[src/rtl/alu_addsub_arbiter_pkg.sv]
// Shared definitions for the add/sub unit arbiter: opcodes, FSM states and
// the opcode legality check.
package alu_ctrl_pkg;

  localparam logic [3:0] ADDPP = 4'b1000;
  localparam logic [3:0] ADDPN = 4'b1001;
  localparam logic [3:0] ADDNP = 4'b1010;
  localparam logic [3:0] ADDNN = 4'b1011;

  typedef enum logic [1:0] {IDLE, ISSUE, WAIT, RESP} state_t;

  // The four legal opcodes are exactly the 4'b10xx group.
  function automatic logic is_legal_op(input logic [3:0] op);
    return op[3:2] == 2'b10;
  endfunction

endpackage

[src/rtl/alu_addsub_arbiter_if.sv]
// Requester handshake, response bus and add/sub unit connection.
interface alu_addsub_arbiter_if #(parameter int WIDTH = 32);
  logic [1:0]            req_valid;
  logic [1:0]            req_ready;
  logic [1:0][WIDTH-1:0] req_A;
  logic [1:0][WIDTH-1:0] req_B;
  logic [1:0][3:0]       req_control;
  logic [1:0]            rsp_valid;
  logic [WIDTH-1:0]      rsp_C;
  logic                  rsp_sign;
  logic                  rsp_error;
  logic                  au_start;
  logic [WIDTH-1:0]      au_A;
  logic [WIDTH-1:0]      au_B;
  logic [3:0]            au_control;
  logic                  au_finish;
  logic [WIDTH-1:0]      au_C;
  logic                  au_sign;

  modport master (
    output req_valid, req_A, req_B, req_control, au_finish, au_C, au_sign,
    input  req_ready, rsp_valid, rsp_C, rsp_sign, rsp_error,
           au_start, au_A, au_B, au_control
  );

  modport slave (
    input  req_valid, req_A, req_B, req_control, au_finish, au_C, au_sign,
    output req_ready, rsp_valid, rsp_C, rsp_sign, rsp_error,
           au_start, au_A, au_B, au_control
  );
endinterface

[src/rtl/alu_addsub_arbiter_rr_arb2.sv]
// Two-input round-robin arbiter: on a tie the requester not served last wins.
module alu_rr_arb2 (
  input  logic       en,
  input  logic [1:0] valid,
  input  logic       last_served,
  output logic [1:0] grant
);
  always_comb begin
    grant = 2'b00;
    if (en) begin
      if (valid == 2'b11) grant = last_served ? 2'b01 : 2'b10;
      else                grant = valid;
    end
  end
endmodule

[src/rtl/alu_addsub_arbiter.sv]
// Shares one sign-magnitude add/sub unit between two requesters; one op in
// flight, results or errors (illegal opcode, unit timeout) routed back.
module alu_addsub_arbiter
  import alu_ctrl_pkg::*;
#(
  parameter int WIDTH   = 32,
  parameter int TIMEOUT = 64
) (
  input logic                 clock,
  input logic                 reset,
  alu_addsub_arbiter_if.slave bus
);
  localparam int CW = (TIMEOUT > 2) ? $clog2(TIMEOUT) : 1;

  state_t           state_q, state_d;
  logic             last_q, last_d;
  logic             id_q, id_d;
  logic [WIDTH-1:0] a_q, a_d, b_q, b_d, c_q, c_d;
  logic [3:0]       ctrl_q, ctrl_d;
  logic [CW-1:0]    cnt_q, cnt_d;
  logic             sign_q, sign_d, err_q, err_d;
  logic [1:0]       grant;

  alu_rr_arb2 u_arb (
    .en          (state_q == IDLE),
    .valid       (bus.req_valid),
    .last_served (last_q),
    .grant       (grant)
  );

  always_comb begin
    state_d = state_q;
    last_d  = last_q;
    id_d    = id_q;
    a_d     = a_q;
    b_d     = b_q;
    ctrl_d  = ctrl_q;
    cnt_d   = cnt_q;
    c_d     = c_q;
    sign_d  = sign_q;
    err_d   = err_q;
    case (state_q)
      IDLE: if (|grant) begin
        id_d   = grant[1];
        last_d = grant[1];
        a_d    = bus.req_A[grant[1]];
        b_d    = bus.req_B[grant[1]];
        ctrl_d = bus.req_control[grant[1]];
        c_d    = '0;
        sign_d = 1'b0;
        err_d  = 1'b0;
        // Illegal opcodes never reach the unit; they bounce straight back.
        if (is_legal_op(bus.req_control[grant[1]])) state_d = ISSUE;
        else begin
          err_d   = 1'b1;
          state_d = RESP;
        end
      end
      ISSUE: begin
        cnt_d   = '0;
        state_d = WAIT;
      end
      WAIT: begin
        if (bus.au_finish) begin
          c_d     = bus.au_C;
          sign_d  = bus.au_sign;
          err_d   = 1'b0;
          state_d = RESP;
        end else if (cnt_q == CW'(TIMEOUT - 1)) begin
          c_d     = '0;
          sign_d  = 1'b0;
          err_d   = 1'b1;
          state_d = RESP;
        end else begin
          cnt_d = cnt_q + CW'(1);
        end
      end
      RESP:    state_d = IDLE;
      default: state_d = IDLE;
    endcase
  end

  always_ff @(posedge clock or posedge reset) begin
    if (reset) begin
      state_q <= IDLE;
      last_q  <= 1'b1;
      id_q    <= 1'b0;
      a_q     <= '0;
      b_q     <= '0;
      ctrl_q  <= '0;
      cnt_q   <= '0;
      c_q     <= '0;
      sign_q  <= 1'b0;
      err_q   <= 1'b0;
    end else begin
      state_q <= state_d;
      last_q  <= last_d;
      id_q    <= id_d;
      a_q     <= a_d;
      b_q     <= b_d;
      ctrl_q  <= ctrl_d;
      cnt_q   <= cnt_d;
      c_q     <= c_d;
      sign_q  <= sign_d;
      err_q   <= err_d;
    end
  end

  // Operands come from the latched copy so requesters may move on after accept.
  assign bus.req_ready  = grant;
  assign bus.au_start   = (state_q == ISSUE);
  assign bus.au_A       = a_q;
  assign bus.au_B       = b_q;
  assign bus.au_control = ctrl_q;
  assign bus.rsp_valid  = (state_q == RESP) ? (id_q ? 2'b10 : 2'b01) : 2'b00;
  assign bus.rsp_C      = (state_q == RESP) ? c_q : '0;
  assign bus.rsp_sign   = (state_q == RESP) & sign_q;
  assign bus.rsp_error  = (state_q == RESP) & err_q;
endmodule

[src/flat_wrapper.sv]
// flat-port wrapper written by rule: the top's interface ports become plain ports
module alu_addsub_arbiter_flat import alu_ctrl_pkg::*;
#(
  parameter int WIDTH   = 32,
  parameter int TIMEOUT = 64
)
  (clock, reset, bus_req_valid, bus_req_A, bus_req_B, bus_req_control, bus_au_finish, bus_au_C, bus_au_sign, bus_req_ready, bus_rsp_valid, bus_rsp_C, bus_rsp_sign, bus_rsp_error, bus_au_start, bus_au_A, bus_au_B, bus_au_control);
  alu_addsub_arbiter_if #(.WIDTH(WIDTH)) bus_i ();
  input logic clock;
  input logic reset;
  input wire logic [$bits(bus_i.req_valid)-1:0] bus_req_valid;
  input wire logic [$bits(bus_i.req_A)-1:0] bus_req_A;
  input wire logic [$bits(bus_i.req_B)-1:0] bus_req_B;
  input wire logic [$bits(bus_i.req_control)-1:0] bus_req_control;
  input wire logic [$bits(bus_i.au_finish)-1:0] bus_au_finish;
  input wire logic [$bits(bus_i.au_C)-1:0] bus_au_C;
  input wire logic [$bits(bus_i.au_sign)-1:0] bus_au_sign;
  output wire logic [$bits(bus_i.req_ready)-1:0] bus_req_ready;
  output wire logic [$bits(bus_i.rsp_valid)-1:0] bus_rsp_valid;
  output wire logic [$bits(bus_i.rsp_C)-1:0] bus_rsp_C;
  output wire logic [$bits(bus_i.rsp_sign)-1:0] bus_rsp_sign;
  output wire logic [$bits(bus_i.rsp_error)-1:0] bus_rsp_error;
  output wire logic [$bits(bus_i.au_start)-1:0] bus_au_start;
  output wire logic [$bits(bus_i.au_A)-1:0] bus_au_A;
  output wire logic [$bits(bus_i.au_B)-1:0] bus_au_B;
  output wire logic [$bits(bus_i.au_control)-1:0] bus_au_control;
  assign bus_i.req_valid = bus_req_valid;
  assign bus_i.req_A = bus_req_A;
  assign bus_i.req_B = bus_req_B;
  assign bus_i.req_control = bus_req_control;
  assign bus_i.au_finish = bus_au_finish;
  assign bus_i.au_C = bus_au_C;
  assign bus_i.au_sign = bus_au_sign;
  assign bus_req_ready = bus_i.req_ready;
  assign bus_rsp_valid = bus_i.rsp_valid;
  assign bus_rsp_C = bus_i.rsp_C;
  assign bus_rsp_sign = bus_i.rsp_sign;
  assign bus_rsp_error = bus_i.rsp_error;
  assign bus_au_start = bus_i.au_start;
  assign bus_au_A = bus_i.au_A;
  assign bus_au_B = bus_i.au_B;
  assign bus_au_control = bus_i.au_control;
  alu_addsub_arbiter #(.WIDTH(WIDTH), .TIMEOUT(TIMEOUT)) u_core (.clock(clock), .reset(reset), .bus(bus_i));
endmodule
[config.mk]
export PLATFORM = sky130hd
export DESIGN_NAME = alu_addsub_arbiter_flat
export DESIGN_NICKNAME = d
export VERILOG_FILES = /design/src/rtl/alu_addsub_arbiter_pkg.sv /design/src/rtl/alu_addsub_arbiter_if.sv /design/src/rtl/alu_addsub_arbiter_rr_arb2.sv /design/src/rtl/alu_addsub_arbiter.sv /design/src/flat_wrapper.sv
export SDC_FILE = /design/constraint.sdc
export NUM_CORES = 1
export LEC_CHECK = 0
export CORE_UTILIZATION = 39
export CTS_CLUSTER_DIAMETER = 30
export DETAILED_ROUTE_END_ITERATION = 7
export GPL_TIMING_DRIVEN = 0
export PLACE_DENSITY = 0.8
export SYNTH_ARGS = -nofsm -noshare
export SYNTH_HDL_FRONTEND = slang
export SYNTH_HIERARCHICAL = 1
export SYNTH_SLANG_ARGS = --single-unit
[constraint.sdc]
create_clock -name clock -period 5.35 [get_ports clock]
set_input_delay 1.3375 -clock clock [delete_from_list [all_inputs] [get_ports clock]]
set_output_delay 1.3375 -clock clock [all_outputs]
set_load 0.03 [all_outputs]
Word-level counts from Yosys, hierarchy flattened
Index checks and enable logic that the tools add are counted.
- flip-flop bits (word level): 112
- input bits: 174
- output and inout bits: 107
- logic and storage cells: 65
- add/subtract/negate cells: 1
- $lt $le $gt $ge: 1
- equal/unequal tests: 10
- muxes and demuxes: 33
- bitwise gates (word level): 2
- reductions and logical operators: 8
- operators by type and width (cell ; count):
    32-bit 2-to-1 mux ; 8
    32-bit one-hot mux with 2 select lines ; 1
    2-bit 2-to-1 mux ; 9
    6-bit 2-to-1 mux ; 2
    6-bit one-hot mux with 2 select lines ; 1
    2-bit equality test, second input constant ; 4
    4-bit 2-to-1 mux ; 2
    2-bit one-hot mux with 4 select lines ; 1
    1-bit 2-to-1 mux ; 7
    6-bit by 1-bit adder with 6-bit output, second input constant ; 1
    6-bit equality test, second input constant ; 1
    3-bit AND reduction ; 2
    2-bit != test, second input constant ; 2
    1-bit one-hot mux with 2 select lines ; 2
    2-bit AND reduction ; 2
    2-bit nonzero test ; 2
    3-bit by 2-bit != test with 1-bit output, second input constant ; 1
    1-bit AND ; 2
    2-bit by 1-bit equality test with 1-bit output, second input constant ; 1
    2-bit zero test ; 1
    1-bit by 2-bit less-than comparator with 1-bit output, second input constant ; 1
    2-bit by 1-bit != test with 1-bit output, second input constant ; 1
    2-bit OR reduction ; 1

Logic depth before layout (Yosys ltp)
- word-level depth: 9
- mapped depth: 10
- mapped depth without buffers: 8

Cells and area by module
Netlist, hierarchy kept.
- by module, submodules not included (module ; times used ; cells each ; area each (um^2) ; sequential area each (um^2)):
    alu_addsub_arbiter ; 1 ; 477 ; 5143.7 ; 2803.9
    alu_rr_arb2 ; 1 ; 5 ; 21.3 ; 0.0

Worst setup path after synthesis
No wires, ideal clock.
- path type: input port to output port
- from: input bus_req_valid[1]
- to: output bus_req_ready[1]
- data arrival time: 1963 ps
- data required time: 4013 ps
- slack: 2050 ps
- stages on the path: 2
- buffers on the path: 0
- path through: nand2_1 a21oi_1
- cells in the longest elaborated chain, start to end: 3
- RTL lines (what ; line ; RTL):
    start: declaration ; flat_wrapper.sv:11 ; input wire logic [$bits(bus_i.req_valid)-1:0] bus_req_valid;
    2-bit equality test ; alu_addsub_arbiter_rr_arb2.sv:11 ; if (valid == 2'b11) grant = last_served ? 2'b01 : 2'b10;
    2-bit 2-to-1 mux (*) ; alu_addsub_arbiter_rr_arb2.sv:11 ;
    2-bit 2-to-1 mux (*) ; alu_addsub_arbiter_rr_arb2.sv:10 ; if (en) begin
    end: declaration ; flat_wrapper.sv:18 ; output wire logic [$bits(bus_i.req_ready)-1:0] bus_req_ready;
Every way passes the cells marked *; elsewhere a longest branch is shown, timed or not.

Worst setup path in the final report
Ends and elaborated chain as after synthesis.

==> results summary <==
The run finished with clean final reports. On the final layout, the worst hold slack is 0.4850 ns. The slowest stage of the critical path is the sky130_fd_sc_hd__clkdlybuf4s50_1 cell.

The global routing usage summed across all routing layers came out at 23.55%. Synthesis inferred 112 register bits. The CTS tree is built.

TritonCTS created 9 clock buffers. After clock tree synthesis, the clock-pin slew on the worst setup and hold paths is 0.07 ns. The floorplan die width came out at 117.1 microns. The total net switching power came out at 1875 uW. The global-route wire length before repair is 24.30 mm.

The floorplan row count is 41. The post-synth net total came out at 661. The number of max-slew violations in the final report is 0.

Setup repair after global routing left no endpoint under its margin. The peak supply drop came out at 0.0002653 V. The number of primary I/O pins came out at 281.

Max-cap violations in this run came to 0. The final cycle utilization of the critical path is 80.65%. The area growth from synthesis to layout is 64.29%. The post-cts repair resize count is 0. The total number of vias came out at 4843. In this run the tightest slew margin relative to its limit is 48.51%. In the final routed layout, each cell accounts on average for 16.81 microns. The transition time at the pin with the least slew margin came out at 0.7723 ns. CTS built an H-tree with a depth of 3. Combinational logic is responsible for 54.1% of the overall power.

The total congestion overflow is 0. The total routed wire length on the met1 layer is 6.079 mm. Routed signal wires occupy layers up through met4. Leaving out fill and tap cells, the most frequent cell in the layout is sky130_fd_sc_hd__clkdlybuf4s50_1. The most numerous cell type found on the critical path is sky130_fd_sc_hd__clkdlybuf4s50_1.

Per report_power, the sequential group accounts for 31.9% of the total. The power after layout came out at 4451 uW. The sink count of the clock tree came out at 112. The average instance area after synthesis is 10.72 sq um. The pin count of the biggest net entering global routing is 62. The cell at the root of the clock tree is sky130_fd_sc_hd__clkbuf_16. The detail route stage leaves a number of antenna-violating nets equal to 0. Cells fill 66.43% of the core in the end. The last weighted congestion value of the routability-driven placer came out at 0.8356. Dividing total power by cell area gives a power density of 524.5 nW/um^2. The min-delay analysis places its worst path in the category reg2reg. The estimated wirelength of the detail-placed design came out at 12.63 mm. The initial core utilization came out at 40.43%.

In this run the deepest clock path goes through 2 buffers. The startpoint identified for the worst register-to-register timing path is u_core/state_q[1]. The DRC violation count after routing came out at 0. The required time of the worst setup path came out at 4.01 ns.

The setup-violating endpoint count in the final report is 0. The number of failing hold endpoints at the final stage came out at 0. The reg-to-reg endpoint is u_core/bus.au_B[3]. In this run, the clock network consumes 14.1% of the power. The routed wire length is 15.97 mm. The buffering stage count on the worst path with inverters included is 2. The worst hold path passes through 2 cells. The worst setup path is of the in2out kind. The worst register-to-register path has a depth of 8.

The initial antenna violation count came to 0. The DRC marker count from the first detailed-route iteration came out at 234. In the detailed route, the total length drawn on met3 is 1.265 mm. STA classifies the critical path endpoint as an output port.

The fraction of final layout cells sized beyond drive strength 1 came out at 4.627%. The detail-routed via count per cell is 5.098. Based on the critical path, the design can be clocked at up to 231.8 MHz. The distinct cell type count of the synthesized netlist is 31. The core footprint is 12770 sq um. In this design, the stage delay of the slowest critical-path cell is 0.76 ns.

The analysis attributes to cell leakage a power of 0.003599 uW. The post-detailed-placement cell area came out at 8213 sq um. The yosys synthesis warning count is 6. The buffers inserted during post-CTS setup optimization is 0. Summed over all failing endpoints, the final setup total negative slack is 0 ns. The number of port buffers came out at 280. The source-to-sink clock delay at the later pin of the worst-skew pair is 0.34 ns. The number of nets in the finished design is 953.

The post-synthesis instance total came out at 482. The worst hold path endpoint is u_core/bus.au_A[13]. The first detailed-routing pass took 4 iterations. The quantity of hold-fixing buffers added after cts came out at 0. In the layout the commonest cells are sky130_fd_sc_hd__clkdlybuf4s50_1, sky130_fd_sc_hd__dfrtp_1, sky130_fd_sc_hd__nand2_1. The final design instance area without fill is 8486 sq um. The maximum clock skew at final layout is 0.006179 ns. The biggest fanout along the worst timing path is 3. The clock period minus final worst setup slack came out at 4.315 ns. The register-to-register path setup slack came out at 2.66 ns. The share of total power consumed by net switching came out at 42.13%. The die is 117.1 microns tall. The internal cell power is 2576 uW.

The critical path goes through clkdlybuf4s50_1, nand2_1, a21oi_1, clkdlybuf4s50_1. The routed length on met2 is 8.319 mm. The die area came out at 13710 sq um. The data arrival at the endpoint of the critical path is 2.98 ns.

Grouping stages by cell kind, the critical path spends the most delay in buffers and inverters. The mapped cell area came out at 5165 sq um. The startpoint identified for the worst hold timing path is u_core/bus.au_A[13]. The number of global-route vias before repair was 4744.

The fill cell total of the finished layout came out at 1003. For this run, the register share of the synthesized area comes to 54.29%. The worst setup path is launched from an input pin. The number of inserted diodes is 0.
worst reg2reg max path, delay by kind of cell, from the launching register on:
kind,cells,cell delay (ns)
AOI/OAI and AO/OA,2,0.44
adders and majority gates,1,0.33
buffers and inverters,3,0.93
DFF,1,0.43
muxes,1,0.35
and+or+nand+nor,1,0.09
Yosys cell counts:
library cell               count  area [sq um]
sky130_fd_sc_hd__nand3_1       4         20.02
sky130_fd_sc_hd__a22o_1       36         315.3
sky130_fd_sc_hd__buf_2         8         40.04
sky130_fd_sc_hd__a211oi_1      1         7.510
sky130_fd_sc_hd__dfstp_2       1         26.28
sky130_fd_sc_hd__buf_4         3         22.52
sky130_fd_sc_hd__o21ai_1      72         360.4
sky130_fd_sc_hd__ha_1          5         62.56
sky130_fd_sc_hd__clkbuf_1     13         48.80
sky130_fd_sc_hd__and3_1        2         12.51
sky130_fd_sc_hd__a32o_1        1         10.01
sky130_fd_sc_hd__a311oi_1      1         8.760
sky130_fd_sc_hd__dfrtp_1     111          2778
sky130_fd_sc_hd__nor2b_1       5         31.28
sky130_fd_sc_hd__o22ai_1       2         12.51
sky130_fd_sc_hd__nand2_2       1         6.260
sky130_fd_sc_hd__a211oi_2      1         12.51
sky130_fd_sc_hd__mux2i_1      68         680.7
sky130_fd_sc_hd__buf_1         5         18.77
sky130_fd_sc_hd__inv_1         6         22.52
sky130_fd_sc_hd__a41oi_1       1         8.760
sky130_fd_sc_hd__nand2_1      76         285.3
sky130_fd_sc_hd__a21oi_1       6         30.03
sky130_fd_sc_hd__nor2_1        4         15.01
sky130_fd_sc_hd__nor3_1        2         10.01
sky130_fd_sc_hd__a31oi_1       2         12.51
sky130_fd_sc_hd__or3b_1        1         8.760
sky130_fd_sc_hd__nand2b_1      2         12.51
sky130_fd_sc_hd__buf_6         5         56.30
sky130_fd_sc_hd__and2_1       35         219.0
sky130_fd_sc_hd__o21ai_0       2         10.01
metal layers:
metal	up-vias	global-route usage, %
li1	2268	-
met1	2319	27.05
met2	230	42.80
met3	26	5.664
met4	0	8.186
met5	-	0
layout make-up:
cell class	count	area (sq um)	share of cell area, %
tap	172	215.2	2.536
clock buffer	11	252.7	2.978
buffer	34	186.4	2.197
clock inverter	4	20.02	0.2359
inverter	6	25.02	0.2949
multi-input combinational	330	2152	25.36
timing repair buffer	281	2830	33.35
sequential	112	2804	33.04
cells by family (layout without fill, tap and decap cells):
logic type	count (synthesis)	after routing	share of synthesized area (%)
simple gates	132	132	12.02
fa+ha+maj	5	5	1.211
buf+inv	40	336	4.046
mux	68	68	13.18
compound gates	125	125	15.26
flops	112	112	54.29
flip-flops by register name (all words and copies together) (netlist names):
signal,count
u_core/cnt_q,6
u_core/sign_q,1
u_core/state_q,2
u_core/bus.au_B,32
u_core/last_q,1
u_core/c_q,32
u_core/err_q,1
u_core/id_q,1
u_core/bus.au_A,32
u_core/bus.au_control,4
worst max path at each step:
stage | from | endpoint | cells past startpoint
6_report | bus_req_valid[1] | bus_req_ready[1] | 4
5_1_grt | bus_req_valid[1] | bus_req_ready[1] | 4
4_1_cts | bus_req_valid[1] | bus_req_ready[1] | 4
3_5_place_dp | bus_req_valid[1] | bus_req_ready[1] | 4
3_3_place_gp | reset | u_core/bus.au_B[24] | 2
2_1_floorplan | reset | u_core/bus.au_A[0] | 1
power by group through the flow:
stage / Sequential, uW / Combinational (uW) / Clock [uW]
finish: 1420 / 2410 / 627
global route: 1460 / 2580 / 678
global placement: 1410 / 2350 / 0
CTS: 1420 / 2430 / 640
floorplan: 1860 / 971 / 0
detailed placement: 1430 / 2410 / 0
stage by stage:
stage,worst slack [ns],std cells
final,1.035,950
after global routing,0.9424,950
after CTS,1.041,950
after detailed placement,1.059,935
after global placement,-0.4625,934
after floorplan,1.055,482
Power figures use the tool's default switching activity.
